===== config.mk =====
export PLATFORM = sky130hd
export DESIGN_NAME = paddle_ctrl_n
export DESIGN_NICKNAME = d
export VERILOG_FILES = /design/src/rtl/paddle_ctrl_n.sv
export SDC_FILE = /design/constraint.sdc
export NUM_CORES = 1
export LEC_CHECK = 0
export ABC_AREA = 1
export CAP_MARGIN = 20
export CELL_PAD_IN_SITES_DETAIL_PLACEMENT = 0
export CELL_PAD_IN_SITES_GLOBAL_PLACEMENT = 1
export CORE_ASPECT_RATIO = 1.5
export CORE_MARGIN = 5
export CORE_UTILIZATION = 40
export CTS_BUF_LIST = sky130_fd_sc_hd__clkbuf_8
export DETAILED_ROUTE_END_ITERATION = 8
export DONT_BUFFER_PORTS = 1
export MAX_ROUTING_LAYER = met4
export PLACE_DENSITY_LB_ADDON = 0.1
export SYNTH_ARGS = -nofsm -noshare
export SYNTH_HDL_FRONTEND = slang
export SYNTH_SLANG_ARGS = --single-unit

===== constraint.sdc =====
create_clock -name clk -period 2.6 [get_ports clk]
set_input_delay 0.65 -clock clk [delete_from_list [all_inputs] [get_ports clk]]
set_output_delay 0.65 -clock clk [all_outputs]
set_load 0.05 [all_outputs]

===== src/rtl/paddle_ctrl_n.sv =====
// N-player paddle controller: PS/2 set-2 make/break decode into key state, ramped paddle motion with playfield clamp.
// Latency: key_state one cycle after the scan byte, paddle_y one cycle after move_tick/center; all outputs registered.
// Backpressure: none; every scan_ready byte and every move_tick is consumed in the cycle it is presented.
module paddle_ctrl_n #(
    parameter int          NUM_PADDLES = 2,
    parameter int          Y_W         = 10,
    parameter int          SCREEN_H    = 480,
    parameter int          PADDLE_H    = 60,
    parameter int          SPEED_MIN   = 2,
    parameter int          SPEED_MAX   = 8,
    parameter int          ACCEL_TICKS = 8,
    parameter logic [71:0] KEYMAP      = {9'h072, 9'h075, 9'h172, 9'h175,
                                          9'h042, 9'h043, 9'h01B, 9'h01D}
) (
    input  logic                         clk,
    input  logic                         rst_n,
    input  logic                         move_tick,
    input  logic [7:0]                   scan_code,
    input  logic                         scan_ready,
    input  logic                         center,
    input  logic                         enable,
    output logic [NUM_PADDLES*Y_W-1:0]   paddle_y,
    output logic [2*NUM_PADDLES-1:0]     key_state
);

    localparam int YMAX  = SCREEN_H - PADDLE_H;
    localparam int YW1   = Y_W + 1;
    localparam int SPD_W = $clog2(SPEED_MAX + 1);
    localparam int HC_W  = $clog2(ACCEL_TICKS);

    localparam logic [Y_W-1:0]   Y_CENTER = Y_W'(YMAX / 2);
    localparam logic [Y_W:0]     YMAX_X   = YW1'(YMAX);
    localparam logic [SPD_W-1:0] SPD_MIN  = SPD_W'(SPEED_MIN);
    localparam logic [SPD_W-1:0] SPD_MAX  = SPD_W'(SPEED_MAX);
    localparam logic [HC_W-1:0]  HC_LAST  = HC_W'(ACCEL_TICKS - 1);

    typedef enum logic [1:0] {DEC_IDLE, DEC_EXT, DEC_BRK, DEC_EXT_BRK} dec_state_e;
    typedef enum logic [1:0] {DIR_NONE, DIR_UP, DIR_DOWN} dir_e;

    dec_state_e                         dec_q;
    logic [2*NUM_PADDLES-1:0]           key_q;
    logic                               is_e0;
    logic                               is_f0;

    logic [NUM_PADDLES-1:0][Y_W-1:0]    y_q, y_d;
    dir_e                               dir_q   [NUM_PADDLES];
    dir_e                               dir_d   [NUM_PADDLES];
    dir_e                               dir_req [NUM_PADDLES];
    logic [SPD_W-1:0]                   spd_q   [NUM_PADDLES];
    logic [SPD_W-1:0]                   spd_d   [NUM_PADDLES];
    logic [HC_W-1:0]                    hc_q    [NUM_PADDLES];
    logic [HC_W-1:0]                    hc_d    [NUM_PADDLES];
    logic [Y_W:0]                       step_x  [NUM_PADDLES];
    logic [Y_W:0]                       nxt_x   [NUM_PADDLES];

    assign is_e0     = (scan_code == 8'hE0);
    assign is_f0     = (scan_code == 8'hF0);
    assign key_state = key_q;
    assign paddle_y  = y_q;

    // Set (make) or clear (break) every key bit whose map entry matches the code.
    function automatic logic [2*NUM_PADDLES-1:0] apply_key(
        input logic [2*NUM_PADDLES-1:0] cur,
        input logic [8:0]               code,
        input logic                     make
    );
        logic [2*NUM_PADDLES-1:0] nxt;
        nxt = cur;
        for (int i = 0; i < 2*NUM_PADDLES; i++) begin
            if (KEYMAP[9*i +: 9] == code) nxt[i] = make;
        end
        return nxt;
    endfunction

    // Scan-code decoder: prefix tracking and key state, advanced only on received bytes.
    always_ff @(posedge clk or negedge rst_n) begin
        if (!rst_n) begin
            dec_q <= DEC_IDLE;
            key_q <= '0;
        end else if (scan_ready) begin
            unique case (dec_q)
                DEC_IDLE: begin
                    if (is_e0)      dec_q <= DEC_EXT;
                    else if (is_f0) dec_q <= DEC_BRK;
                    else            key_q <= apply_key(key_q, {1'b0, scan_code}, 1'b1);
                end
                DEC_EXT: begin
                    if (is_f0) begin
                        dec_q <= DEC_EXT_BRK;
                    end else if (!is_e0) begin
                        key_q <= apply_key(key_q, {1'b1, scan_code}, 1'b1);
                        dec_q <= DEC_IDLE;
                    end
                end
                DEC_BRK: begin
                    if (is_e0) begin
                        dec_q <= DEC_EXT_BRK;
                    end else if (!is_f0) begin
                        key_q <= apply_key(key_q, {1'b0, scan_code}, 1'b0);
                        dec_q <= DEC_IDLE;
                    end
                end
                DEC_EXT_BRK: begin
                    if (!is_e0 && !is_f0) begin
                        key_q <= apply_key(key_q, {1'b1, scan_code}, 1'b0);
                        dec_q <= DEC_IDLE;
                    end
                end
                default: dec_q <= DEC_IDLE;
            endcase
        end
    end

    // Per-paddle next position and speed ramp; recenter beats disable beats tick.
    always_comb begin
        for (int p = 0; p < NUM_PADDLES; p++) begin
            y_d[p]     = y_q[p];
            dir_d[p]   = dir_q[p];
            spd_d[p]   = spd_q[p];
            hc_d[p]    = hc_q[p];
            step_x[p]  = '0;
            nxt_x[p]   = '0;
            if (key_q[2*p] && !key_q[2*p+1])      dir_req[p] = DIR_UP;
            else if (key_q[2*p+1] && !key_q[2*p]) dir_req[p] = DIR_DOWN;
            else                                  dir_req[p] = DIR_NONE;

            if (center || !enable || (move_tick && dir_req[p] == DIR_NONE)) begin
                dir_d[p] = DIR_NONE;
                spd_d[p] = SPD_MIN;
                hc_d[p]  = '0;
                if (center) y_d[p] = Y_CENTER;
            end else if (move_tick) begin
                if (dir_req[p] != dir_q[p]) begin
                    step_x[p] = YW1'(SPD_MIN);
                    spd_d[p]  = SPD_MIN;
                    hc_d[p]   = HC_W'(1);
                    dir_d[p]  = dir_req[p];
                end else begin
                    step_x[p] = YW1'(spd_q[p]);
                    if (hc_q[p] == HC_LAST) begin
                        hc_d[p]  = '0;
                        spd_d[p] = (spd_q[p] >= SPD_MAX) ? SPD_MAX : spd_q[p] + 1'b1;
                    end else begin
                        hc_d[p]  = hc_q[p] + 1'b1;
                    end
                end
                // Extra top bit keeps the subtract/add from wrapping before the clamp.
                if (dir_req[p] == DIR_UP) begin
                    nxt_x[p] = ({1'b0, y_q[p]} >= step_x[p]) ? {1'b0, y_q[p]} - step_x[p] : '0;
                end else begin
                    nxt_x[p] = {1'b0, y_q[p]} + step_x[p];
                    if (nxt_x[p] > YMAX_X) nxt_x[p] = YMAX_X;
                end
                y_d[p] = nxt_x[p][Y_W-1:0];
            end
        end
    end

    // Paddle position and ramp registers.
    always_ff @(posedge clk or negedge rst_n) begin
        if (!rst_n) begin
            for (int p = 0; p < NUM_PADDLES; p++) begin
                y_q[p]   <= Y_CENTER;
                dir_q[p] <= DIR_NONE;
                spd_q[p] <= SPD_MIN;
                hc_q[p]  <= '0;
            end
        end else begin
            for (int p = 0; p < NUM_PADDLES; p++) begin
                y_q[p]   <= y_d[p];
                dir_q[p] <= dir_d[p];
                spd_q[p] <= spd_d[p];
                hc_q[p]  <= hc_d[p];
            end
        end
    end

endmodule


Yosys cells after proc, flatten, opt, wreduce, memory -nomap -nowiden
Cells that the tools add are included.
{"block": "totals", "register_bits": 44, "latch_bits": 0, "mem_bits_rw": 0, "rom_bits": 0, "word_cells": 165, "n_memories": 0}
{"block": "op_classes", "n_addsub": 8, "n_mul": 0, "n_div": 0, "magnitude_cmp": 6, "eq_ne": 33, "shift": 0, "muxes": 66, "bitwise_logic": 1, "reduce_logical": 38}
{"op": "$mux 10", "count": 11}
{"op": "$mux 4", "count": 16}
{"op": "$mux 11", "count": 4}
{"op": "$mux 2", "count": 17}
{"op": "$reduce_and 8->1", "count": 4}
{"op": "$ne 2x2->1 const B", "count": 15}
{"op": "$mux 3", "count": 8}
{"op": "$add 10x11->11", "count": 2}
{"op": "$ge 10x11->1", "count": 2}
{"op": "$gt 11x9->1 const B", "count": 2}
{"op": "$sub 10x10->10", "count": 2}
{"op": "$eq 5x8->1 const A", "count": 2}
{"op": "$eq 7x8->1 const A", "count": 2}
{"op": "$eq 8x8->1 const B", "count": 2}
{"op": "$reduce_and 2->1", "count": 6}
{"op": "$ne 3x3->1 const B", "count": 3}
{"op": "$add 4x1->4 const B", "count": 2}
{"op": "$ge 4x4->1 const B", "count": 2}
{"op": "$mux 1", "count": 8}
{"op": "$pmux 2 s4", "count": 1}
{"op": "$pmux 4 s2", "count": 1}
{"op": "$reduce_bool 2->1", "count": 4}
{"op": "$logic_and 1x1->1", "count": 7}
{"op": "$logic_not 1->1", "count": 7}
{"op": "11 further kinds", "count": 22}

Logic depth before layout (Yosys ltp)
{"block": "logic_depth", "depth_word": 14, "depth_mapped": 22, "depth_no_buf": 21}

Worst setup path before layout
No wires, ideal clock.
{"block": "synth_path", "kind": "reg-to-reg", "from": "register key_q[3] (netlist: key_state[3])", "to": "register y_q (netlist bit paddle_y[12])", "t_arrival_ns": 3.050, "path_slack_ns": -0.572, "path_stages_with_launch": 20, "path_buffers": 1, "synth_period_minus_slack_ns": 3.172, "cell_sequence": "dfrtp_1 -> inv_1 -> ha_1 -> buf_4 -> xnor2_1 -> nand2_1 -> nor2_1 -> ha_1 -> inv_1 -> fa_1 -> inv_1 -> nand2_1 -> nand2_1 -> nand2_1 -> o21ai_0 -> nor2_1 -> nand2_2 -> nand2_2 -> nor2_1 -> o21ai_2"}
{"block": "synth_via", "elab_chain_len": 13}
{"item": "start: declaration", "line": "41", "source": "logic [2*NUM_PADDLES-1:0] key_q;"}
{"item": "start signal: assignment", "line": "85", "source": "else key_q <= apply_key(key_q, {1'b0, scan_code}, 1'b1);"}
{"item": "start signal: assignment", "line": "91", "source": "key_q <= apply_key(key_q, {1'b1, scan_code}, 1'b1);"}
{"item": "start signal: assignment", "line": "99", "source": "key_q <= apply_key(key_q, {1'b0, scan_code}, 1'b0);"}
{"item": "$logic_and 1x1->1 or $logic_not 1->1 (tied branches)", "line": "124, 123"}
{"item": "$mux 2 or $logic_and 1x1->1 (tied branches)", "line": "124, 123"}
{"item": "$mux 2 *", "line": "123", "source": "if (key_q[2*p] && !key_q[2*p+1]) dir_req[p] = DIR_UP;"}
{"item": "$ne 2x2->1", "line": "133", "source": "if (dir_req[p] != dir_q[p]) begin"}
{"item": "$mux 4", "line": "133"}
{"item": "$mux 11", "line": "132", "source": "end else if (move_tick) begin"}
{"item": "$mux 11", "line": "127", "source": "if (center || !enable || (move_tick && dir_req[p] == DIR_NONE)) begin"}
{"item": "$add 10x11->11", "line": "151", "source": "nxt_x[p] = {1'b0, y_q[p]} + step_x[p];"}
{"item": "$gt 11x9->1", "line": "152", "source": "if (nxt_x[p] > YMAX_X) nxt_x[p] = YMAX_X;"}
{"item": "$mux 10", "line": "152"}
{"item": "$mux 10", "line": "148", "source": "if (dir_req[p] == DIR_UP) begin"}
{"item": "$mux 10", "line": "132"}
{"item": "$mux 10", "line": "127"}
{"item": "end signal: indexed assignment", "line": "170", "source": "y_q[p] <= y_d[p];"}
{"item": "end: declaration", "line": "45", "source": "logic [NUM_PADDLES-1:0][Y_W-1:0] y_q, y_d;"}
Mark *: on every way between the ends. The rest lies on a longest branch, timed or not. The select of a mux whose other input is x is not followed.
A chain may end at the register's enable or synchronous reset.

Worst setup path after layout
{"block": "layout_path", "from": "register key_q[2] (netlist: key_state[2])", "to": "register y_q (netlist bit paddle_y[15])"}
{"block": "layout_via", "elab_chain_len": 14}
{"item": "$logic_not 1->1", "line": "124", "source": "else if (key_q[2*p+1] && !key_q[2*p]) dir_req[p] = DIR_DOWN;"}
{"item": "$logic_and 1x1->1", "line": "124"}
{"item": "$mux 2", "line": "124"}
{"item": "$mux 2 *", "line": "123"}
{"item": "$ne 2x2->1", "line": "133"}
{"item": "$mux 4", "line": "133"}
{"item": "$mux 11", "line": "132"}
{"item": "$mux 11", "line": "127"}
{"item": "$add 10x11->11", "line": "151"}
{"item": "$gt 11x9->1", "line": "152"}
{"item": "$mux 10", "line": "152"}
{"item": "$mux 10", "line": "148"}
{"item": "$mux 10", "line": "132"}
{"item": "$mux 10", "line": "127"}
Marked as above.

==> out/results.txt <==
Post-route clock skew = 0.00656 ns
Layout Cells excl Fill = 786
Headroom to the max-slew limit = 56.5%
Number of instances in the synthesized netlist = 568
Pin count of the biggest net entering global routing = 45
Cell Area, Synth = 0.00391 mm²
Area of all placed cells without fillers = 0.00561 mm²
HPWL reported at the end of detailed placement = 9930 µm
Via count of the first global-routing pass = 4208
Chip height = 131 µm
Worst-case clock buffer depth = 2
Library cell used as clock root buffer = sky130_fd_sc_hd__clkbuf_8
Avg Vias per Cell = 5.13
Number of H-tree branching levels = 2
Largest cells by area after synthesis = sky130_fd_sc_hd__dfrtp_1 (22%), sky130_fd_sc_hd__nand2_1 (12%), sky130_fd_sc_hd__ha_1 (9.6%)
Number of placed cells counting well taps = 759
Register bit count reported by yosys = 44
Final wirelength = 12600 µm
CP Data Required Time = 2.80 ns
Minimum setup slack in the final design = -0.190 ns
Fraction of the yosys area taken by sequential cells = 28.5%
Area growth, synth to finish = 43.5%
Number of different library cells in the post-synthesis netlist = 41
Crit path launch type = flip-flop
Remaining antenna violation count = 0
Routed vias = 4036
Max-Cap Viols = 0
Final hold slack = 0.0312 ns
Starting utilization of the core area = 40.6%
Number of antenna violations at the first check in global routing = 0
Synthesized area divided by synthesized cell count = 6.88 µm²
IO Pins = 38
Count of final hold-check violations = 0
Ratio of final minimum period to clock period = 107%
Number of nets in the final layout = 718
Max-slew violations = 0
Die area = 0.0119 mm²
Biggest area consumer among synthesized cells = sky130_fd_sc_hd__dfrtp_1
Die X-Extent = 90.7 µm
Synth top area share = 21.8%
Final routed DRC violation total = 0
Highest Clock Rate = 358 MHz
Fraction of final layout cells with drive strength greater than 1 = 40.5%
First-pass DRT Iterations = 4
Core Box Area = 0.00963 mm²
Port Buffers = 0
Final routed wire length divided by cell count = 16.0 µm
Post-CTS clock slew at the launch and capture registers of the worst setup and hold paths = 0.09 ns
Global-route wire length before repair = 19900 µm
Diodes inserted = 0
Type of the tightest min-delay check = primary input to asynchronous set/reset pin
Post-place instance area = 0.00482 mm²
RSZ-0062 raised after global routing = yes
Clock latency on the worst-skew pair = 0.31 ns
Net Count, Synth = 616
Rows = 44
Global-route usage over all layers = 21.8%
Ratio of total power to cell area = 444 mW/mm²
Routability-driven placement congestion ratio = 0.953
Critical Path Fanout Max = 5
Result of the run = finished with violations
Path type of the worst setup path = flip-flop to flip-flop
Number of clock buffers inserted by TritonCTS = 5
Final Critical Period = 2.79 ns
Ys Warns = 0
Most common cell after layout, fill and taps aside = sky130_fd_sc_hd__nand2_1
Sink Count = 44
Failing checks = setup timing
Worst slew pin tran = 0.653 ns
Leakage power figure = 2.80 nW
Number of cell instances on the worst register-to-register path = 20
Category of the worst setup path capture point = flip-flop
Data arrival time of the worst path = 2.99 ns
Final setup vio count = 17
GRT Residual Overflow = 0
TritonCTS clock tree = built
Violation count after the first detailed-routing iteration = 152
Highest-count cells in the layout ignoring fill and taps = sky130_fd_sc_hd__nand2_1 (100), sky130_fd_sc_hd__buf_4 (96), sky130_fd_sc_hd__inv_1 (84)
Max IR drop VDD = 0.000291 V
## power by group
part           switching, mW  internal (mW)  leakage (nW)  total [mW]
Clock                  0.264          0.481        0.0784       0.745
Sequential            0.0423          0.728         0.554       0.770
Combinational          0.531          0.442          2.17       0.973
Total                  0.838           1.65          2.80        2.49
## metrics by stage
step | setup TNS, ns | setup WS, ns | power (mW) | util [%]
6_report | -2.14 | -0.190 | 2.49 | 58.2
5_1_grt | -4.82 | -0.353 | 2.63 | 58.2
4_1_cts | -2.28 | -0.188 | 2.43 | 55.0
3_5_place_dp | -3.90 | -0.310 | 1.59 | 50.0
3_3_place_gp | -3.12 | -0.300 | 1.59 | 50.0
2_1_floorplan | -1.66 | -0.157 | 1.29 | -
## state kept, by name, indices dropped and copies added (netlist names)
register   flops
paddle_y      20
spd_q          8
hc_q           6
dir_q          4
key_state      4
dec_q          2
## critical path: stages (launching register included)
cell and delay [ns]:
sky130_fd_sc_hd__dfrtp_2 0.42, sky130_fd_sc_hd__buf_6 0.12, sky130_fd_sc_hd__ha_4 0.17, sky130_fd_sc_hd__xnor2_4 0.14
sky130_fd_sc_hd__nand2_4 0.12, sky130_fd_sc_hd__nor2_4 0.16, sky130_fd_sc_hd__ha_4 0.14, sky130_fd_sc_hd__inv_2 0.04
sky130_fd_sc_hd__fa_2 0.36, sky130_fd_sc_hd__inv_2 0.07, sky130_fd_sc_hd__nand2_2 0.07, sky130_fd_sc_hd__nand2_4 0.12
sky130_fd_sc_hd__nand2_2 0.06, sky130_fd_sc_hd__nand2_2 0.08, sky130_fd_sc_hd__nand3_2 0.10, sky130_fd_sc_hd__nand2_2 0.07
sky130_fd_sc_hd__nand2_2 0.06, sky130_fd_sc_hd__nand2_4 0.12, sky130_fd_sc_hd__nand2_4 0.09, sky130_fd_sc_hd__o21ai_2 0.11
sky130_fd_sc_hd__nand2_1 0.05
## cell type report
| class | count | area [µm²] |
|---|---|---|
| flip-flops and latches | 44 | 1120 |
| multi-input cells | 411 | 3000 |
| clock buffers | 5 | 68.8 |
| well taps | 115 | 144 |
| repair buffers | 102 | 787 |
| inverters | 106 | 403 |
| clock inverters | 3 | 90.1 |
| fillers | 927 | 4030 |
## routing by layer
layer | share of wire, % | vias to the layer above | GRT usage (%)
met2 | 60 | 67 | 45.6
met4 | 4.1 | 0 | 9.20
li1 | - | 2011 | -
met1 | 33 | 1922 | 18.5
met3 | 2.9 | 36 | 3.54
met5 | 0 | - | -
## synthesized netlist by cell type, drive strengths merged
cell type / n
nand2: 143
inv: 105
nor2: 69
nand3: 39
dfrtp: 34
o21ai: 33
ha: 30
a21oi: 28
nand4: 14
dfstp: 10
xor2: 10
nor3: 7
xnor2: 7
buf: 6
a31oi: 4
a32o: 4
fa: 4
a22oi: 3
mux2i: 3
o22ai: 3
or2: 3
nor4: 2
o2111ai: 2
a21boi: 1
clkbuf: 1
clkinv: 1
nand3b: 1
o31ai: 1
## cell families after synthesis
group           synth area share, %
simple gates                   31.9
buf+inv                        11.3
fa+ha+maj                      11.7
xor+xnor                       4.00
mux                           0.768
flops                          28.5
compound gates                 11.8
## timing repair
action	CTS	global route
endpoints found under the hold margin	0	3
cloned	0	0
setup endpoints to repair	20	20
hold buffers	0	1
pin swaps	38	39
buffers inserted	12	6
resized for setup	52	63
## path summary, 6_finish.rpt
check	startpoint	endpoint	slack (ns)
setup / recovery	key_state[2]	paddle_y[15]	-0.19
hold / removal	rst_n	paddle_y[13]	0.03
setup reg to reg	key_state[2]	paddle_y[15]	-0.19
hold reg to reg	spd_q[6]	spd_q[6]	0.47
max in group asynchronous	rst_n	spd_q[6]	1.84
min in group clk	spd_q[6]	spd_q[6]	0.47
Note: power is estimated with default switching activity, not from simulation.
